[config.mk]
export PLATFORM = sky130hd
export DESIGN_NAME = multicycle_controller
export DESIGN_NICKNAME = d
export VERILOG_FILES = /design/src/rtl/multicycle_controller.sv
export SDC_FILE = /design/constraint.sdc
export NUM_CORES = 1
export LEC_CHECK = 0
export ABC_AREA = 1
export BUFFER_PORTS_ARGS = -buffer_cell sky130_fd_sc_hd__buf_2
export CAP_MARGIN = 20
export CORE_MARGIN = 3
export CORE_UTILIZATION = 45
export DETAILED_ROUTE_END_ITERATION = 10
export PLACE_DENSITY_LB_ADDON = 0.08
export SLEW_MARGIN = 10
export SYNTH_ARGS = -nofsm -noshare
export SYNTH_HDL_FRONTEND = slang
export SYNTH_SLANG_ARGS = --single-unit
[constraint.sdc]
create_clock -name clk -period 4.64 [get_ports clk]
set_input_delay 0.928 -clock clk [delete_from_list [all_inputs] [get_ports clk]]
set_output_delay 0.928 -clock clk [all_outputs]
set_load 0.1 [all_outputs]
[src/rtl/multicycle_controller.sv]
// Multi-cycle RV32I sequencing FSM: shared memory port/ALU control and retire counter.
// Build option: define ILLEGAL_TRAP_EN to trap (and flag) unknown opcodes instead of skipping them.
module multicycle_controller #(
  parameter int INSTRET_W = 32
) (
  input  logic                 clk,
  input  logic                 reset,
  input  logic [6:0]           op,
  input  logic [2:0]           funct3,
  input  logic                 zero,
  input  logic                 mem_ready,
  output logic                 pc_write,
  output logic                 adr_src,
  output logic                 mem_write,
  output logic                 ir_write,
  output logic [1:0]           result_src,
  output logic [1:0]           alu_srcA,
  output logic [1:0]           alu_srcB,
  output logic [1:0]           alu_op,
  output logic [2:0]           imm_src,
  output logic                 reg_write,
  output logic                 illegal_instr,
  output logic [INSTRET_W-1:0] instret
);

  typedef enum logic [3:0] {
    FETCH, DECODE, MEMADR, MEMREAD, MEMWB, MEMWRITE,
    EXECR, EXECI, ALUWB, JAL, BRANCH
`ifdef ILLEGAL_TRAP_EN
    , TRAP
`endif
  } state_t;

  state_t state, state_next;
  logic   retire;
  logic   taken;

  assign taken = (funct3 == 3'b000 &&  zero) ||
                 (funct3 == 3'b001 && !zero);

  always_ff @(posedge clk) begin
    if (reset) begin
      state   <= FETCH;
      instret <= '0;
    end else begin
      state <= state_next;
      if (retire) instret <= instret + INSTRET_W'(1);
    end
  end

`ifdef ILLEGAL_TRAP_EN
  always_ff @(posedge clk) begin
    if (reset)                   illegal_instr <= 1'b0;
    else if (state_next == TRAP) illegal_instr <= 1'b1;
  end
`else
  assign illegal_instr = 1'b0;
`endif

  always_comb begin
    state_next = state;
    retire     = 1'b0;
    pc_write   = 1'b0;
    adr_src    = 1'b0;
    mem_write  = 1'b0;
    ir_write   = 1'b0;
    reg_write  = 1'b0;
    result_src = 2'b00;
    alu_srcA   = 2'b00;
    alu_srcB   = 2'b00;
    alu_op     = 2'b00;
    unique case (state)
      FETCH: begin
        alu_srcB   = 2'b10;
        result_src = 2'b10;
        ir_write   = mem_ready;
        pc_write   = mem_ready;
        if (mem_ready) state_next = DECODE;
      end
      DECODE: begin
        alu_srcA = 2'b01;
        alu_srcB = 2'b01;
        unique case (op)
          7'b0000011,
          7'b0100011: state_next = MEMADR;
          7'b0110011: state_next = EXECR;
          7'b0010011: state_next = EXECI;
          7'b1101111: state_next = JAL;
          7'b1100011: state_next = BRANCH;
          default: begin
`ifdef ILLEGAL_TRAP_EN
            state_next = TRAP;
`else
            state_next = FETCH;
            retire     = 1'b1;
`endif
          end
        endcase
      end
      MEMADR: begin
        alu_srcA   = 2'b10;
        alu_srcB   = 2'b01;
        state_next = op[5] ? MEMWRITE : MEMREAD;
      end
      MEMREAD: begin
        adr_src = 1'b1;
        if (mem_ready) state_next = MEMWB;
      end
      MEMWB: begin
        result_src = 2'b01;
        reg_write  = 1'b1;
        state_next = FETCH;
        retire     = 1'b1;
      end
      MEMWRITE: begin
        adr_src   = 1'b1;
        mem_write = 1'b1;
        if (mem_ready) begin
          state_next = FETCH;
          retire     = 1'b1;
        end
      end
      EXECR: begin
        alu_srcA   = 2'b10;
        alu_op     = 2'b10;
        state_next = ALUWB;
      end
      EXECI: begin
        alu_srcA   = 2'b10;
        alu_srcB   = 2'b01;
        alu_op     = 2'b10;
        state_next = ALUWB;
      end
      ALUWB: begin
        reg_write  = 1'b1;
        state_next = FETCH;
        retire     = 1'b1;
      end
      JAL: begin
        alu_srcA   = 2'b01;
        alu_srcB   = 2'b10;
        pc_write   = 1'b1;
        state_next = ALUWB;
      end
      BRANCH: begin
        alu_srcA   = 2'b10;
        alu_op     = 2'b01;
        pc_write   = taken;
        state_next = FETCH;
        retire     = 1'b1;
      end
      default: state_next = state;
    endcase
    // the instruction is abandoned: nothing may be written this cycle
    if (reset) begin
      pc_write  = 1'b0;
      ir_write  = 1'b0;
      mem_write = 1'b0;
      reg_write = 1'b0;
    end
  end

  always_comb begin
    unique case (op)
      7'b0100011: imm_src = 3'b001;
      7'b1100011: imm_src = 3'b010;
      7'b1101111: imm_src = 3'b011;
      default:    imm_src = 3'b000;
    endcase
  end

endmodule
==> qor.csv <==
stage;metric;value;unit
setup_path;crit_family;buffers and inverters;
floorplanning;coreArea;5642;µm²
synth;synth.cell_area;2689;µm²
power;p_total;0.6902;mW
cells_and_area;multi_input_area;1692;µm²
sta;fmax;323.9;MHz
setup_path;worst-path-buf-inv;3;
routing;ant_nets;0;
global_route;grt_overflow_total;0;
clock_network;cts_tree;built;
clock_network;ctsResizeCount;0;
global_route;grt_pass1_vias;2751;
sta;min_period;3088;ps
setup_path;worst_setup_path_start_kind;input port;
floorplanning;dieArea;6939;µm²
power;ir_drop;0.0001756;V
routing;first_pass_iters;5;
cells_and_area;ff_latch_area;720.7;µm²
global_route;antenna_found_initial;0;
clock_network;hold_buffers;0;
cells_and_area;fin_util;54.11;%
routing;totalWireLength;7525;µm
floorplanning;fp.dieH;83.30;µm
setup_path;crit_type;input port to primary output;
cells_and_area;drive_above_1_share;19.13;%
synth;ys_warn_count;0;
run;cap_violations;0;
setup_path;critPathMaxStageDelay;610;ps
clock_network;numCtsBuffers;5;
sta;skew;5.892;ps
global_route;grt_pass1_wl;13150;µm
cells_and_area;area_delta_synth_final;13.54;%
cells_and_area;n_fill_cell;588;
sta;period_share;66.55;%
sta;rsz0062_at_grt;no;
clock_network;clkLatencyLatePin;290;ps
status;outcome;finished, final reports clean;
setup_path;cpMostUsedCell;buf_2;
synth;ys_ff_latch;36;
synth;synthTopCellsByArea;dfxtp_1 27%, nand2_1 20%, nand3_1 10%;
power;power.net_switching;0.2496;mW
power;sw_frac_of_total;36.17;%
power;combPwrFrac;22.5;%
setup_path;crit_chain;buf_2 -> inv_1 -> nand2_1 -> a21oi_1 -> buf_2;
clock_network;post_cts_buffers;0;
sta;finalSetupViolCount;0;
clock_network;h-tree-depth;2;
synth;ys_seq_area_share;26.80;%
setup_path;cp_max_fo;38;
routing;vias;2936;
sta;tightest_slew;930.0;ps
clock_network;root_buffer;clkbuf_8;
placement;place.gp.congestion;0.9402;
synth;syn_inst;453;
setup_path;crit_arrival;2160;ps
floorplanning;initial_core_util;47.66;%
cells_and_area;nets;522;
setup_path;end_kind;primary output;
placement;dp.cells;572;
setup_path;worstPathRequired;3710;ps
sta;slew_viol_final;0;
min_path;hp-class;flop to flop;
cells_and_area;layout.cells.non_filler;579;
floorplanning;fp-row-count;27;
power;p_leak;1.286;nW
cells_and_area;design_area;3053;µm²
setup_path;cpMaxStageDelayCell;buf_2;
global_route;grt_usage;22.36;%
sta;finalSetupTns;0;ps
placement;dp_hpwl;5667;µm
clock_network;cts_max_path_buffers;2;
routing;drtIter0Drc;123;
clock_network;clock_sinks;36;
power;clkPwrFrac;31.4;%
placement;port_buffers;60;
placement;place_area;2975;µm²
routing;via_per_inst;5.071;
power;seq_power_share;46.1;%
global_route;grt_max_degree;39;
power;intPower;0.4406;mW
placement;post-place-ws;1547;ps
sta;slew_headroom;37.86;%
sta;layout_setup_ws;1552;ps
cells_and_area;antenna_cells;0;
synth;avgSynthCellArea;5.936;µm²
clock_network;clk_pin_slew_worst_paths;70;ps
sta;holdWs;536.2;ps
routing;drc;0;
synth;synth_top_area_share;26.80;%
floorplanning;chipWidth;83.30;µm
synth;synth_area_leader_cell;dfxtp_1;
floorplanning;ios;63;
power;power_density;226.1;nW/µm²
routing;wl_per_cell;13.00;µm
synth;ys_types;31;
sta;hold_viol;0;
path summary, 6_finish.rpt:
check,start,endpoint,slack [ps],depth (start not counted)
worst max-delay path,reset,reg_write,1550,5
worst min-delay path,instret[31],instret[31],540,2
worst max register to register,state[2],instret[13],2260,7
worst min register to register,instret[31],instret[31],540,2
layer usage:
metal / track usage, % / wire length, µm
met2: 35.57 / 3350
met4: 5.795 / 74
met3: 3.770 / 338
met5: 0 / 0
met1: 31.21 / 3762
state kept, by name (all words and copies together) (netlist names):
signal and count:
state 4, instret 32
logic make-up (layout without fill, tap and decap cells):
group | after synthesis | after routing | share of synthesized area [%]
buffers and inverters | 59 | 112 | 10.42
AOI/OAI and AO/OA | 53 | 53 | 12.10
and+or+nand+nor | 288 | 288 | 45.18
other | 1 | 2 | 0.1395
xor gates and xnor gates | 15 | 15 | 4.886
adders and majority gates | 1 | 1 | 0.4653
DFF | 36 | 36 | 26.80
final cells by class:
class                           count  share of cell area (%)
Clock inverter                      1                  0.1639
Sequential cell                    36                   23.61
Timing Repair Buffer               61                   10.08
Multi-Input combinational cell    359                   55.41
Clock buffer                        6                   2.377
Tap cell                           72                   2.951
Inverter                           44                   5.410
cell usage in the layout (no fill, tap or decap), drive strengths merged:
cell type	count
dfxtp	36
xnor2	6
clkbuf	6
o21ai	8
nor2	76
nor3	1
a31oi	2
ha	1
inv	44
nand3	56
buf	61
a21oi	39
nand2	155
xor2	9
a21o	1
o211ai	1
conb	2
clkinv	1
o21a	1
o22ai	1
cells in the mapped netlist (all sizes together):
| master | count |
|---|---|
| nand2 | 155 |
| nor2 | 76 |
| nand3 | 56 |
| inv | 44 |
| a21oi | 39 |
| dfxtp | 36 |
| buf | 10 |
| xor2 | 9 |
| o21ai | 8 |
| xnor2 | 6 |
| clkbuf | 5 |
| a31oi | 2 |
| a21o | 1 |
| conb | 1 |
| ha | 1 |
| nor3 | 1 |
| o211ai | 1 |
| o21a | 1 |
| o22ai | 1 |
tightest hold or removal path, cell delays in order, from the launching register on:
cell	delay, ps
dfxtp_1	340
nand3_1	90
a21oi_1	60
power groups by stage:
stage          Clock [mW]  Combinational [mW]  Sequential (mW)
2_1_floorplan           0               0.124            0.336
3_3_place_gp            0               0.155            0.325
3_5_place_dp            0               0.156            0.325
4_1_cts             0.223               0.156            0.318
5_1_grt             0.236               0.167            0.319
6_report            0.217               0.155            0.318
No activity file was read; power rests on OpenSTA's default activity.
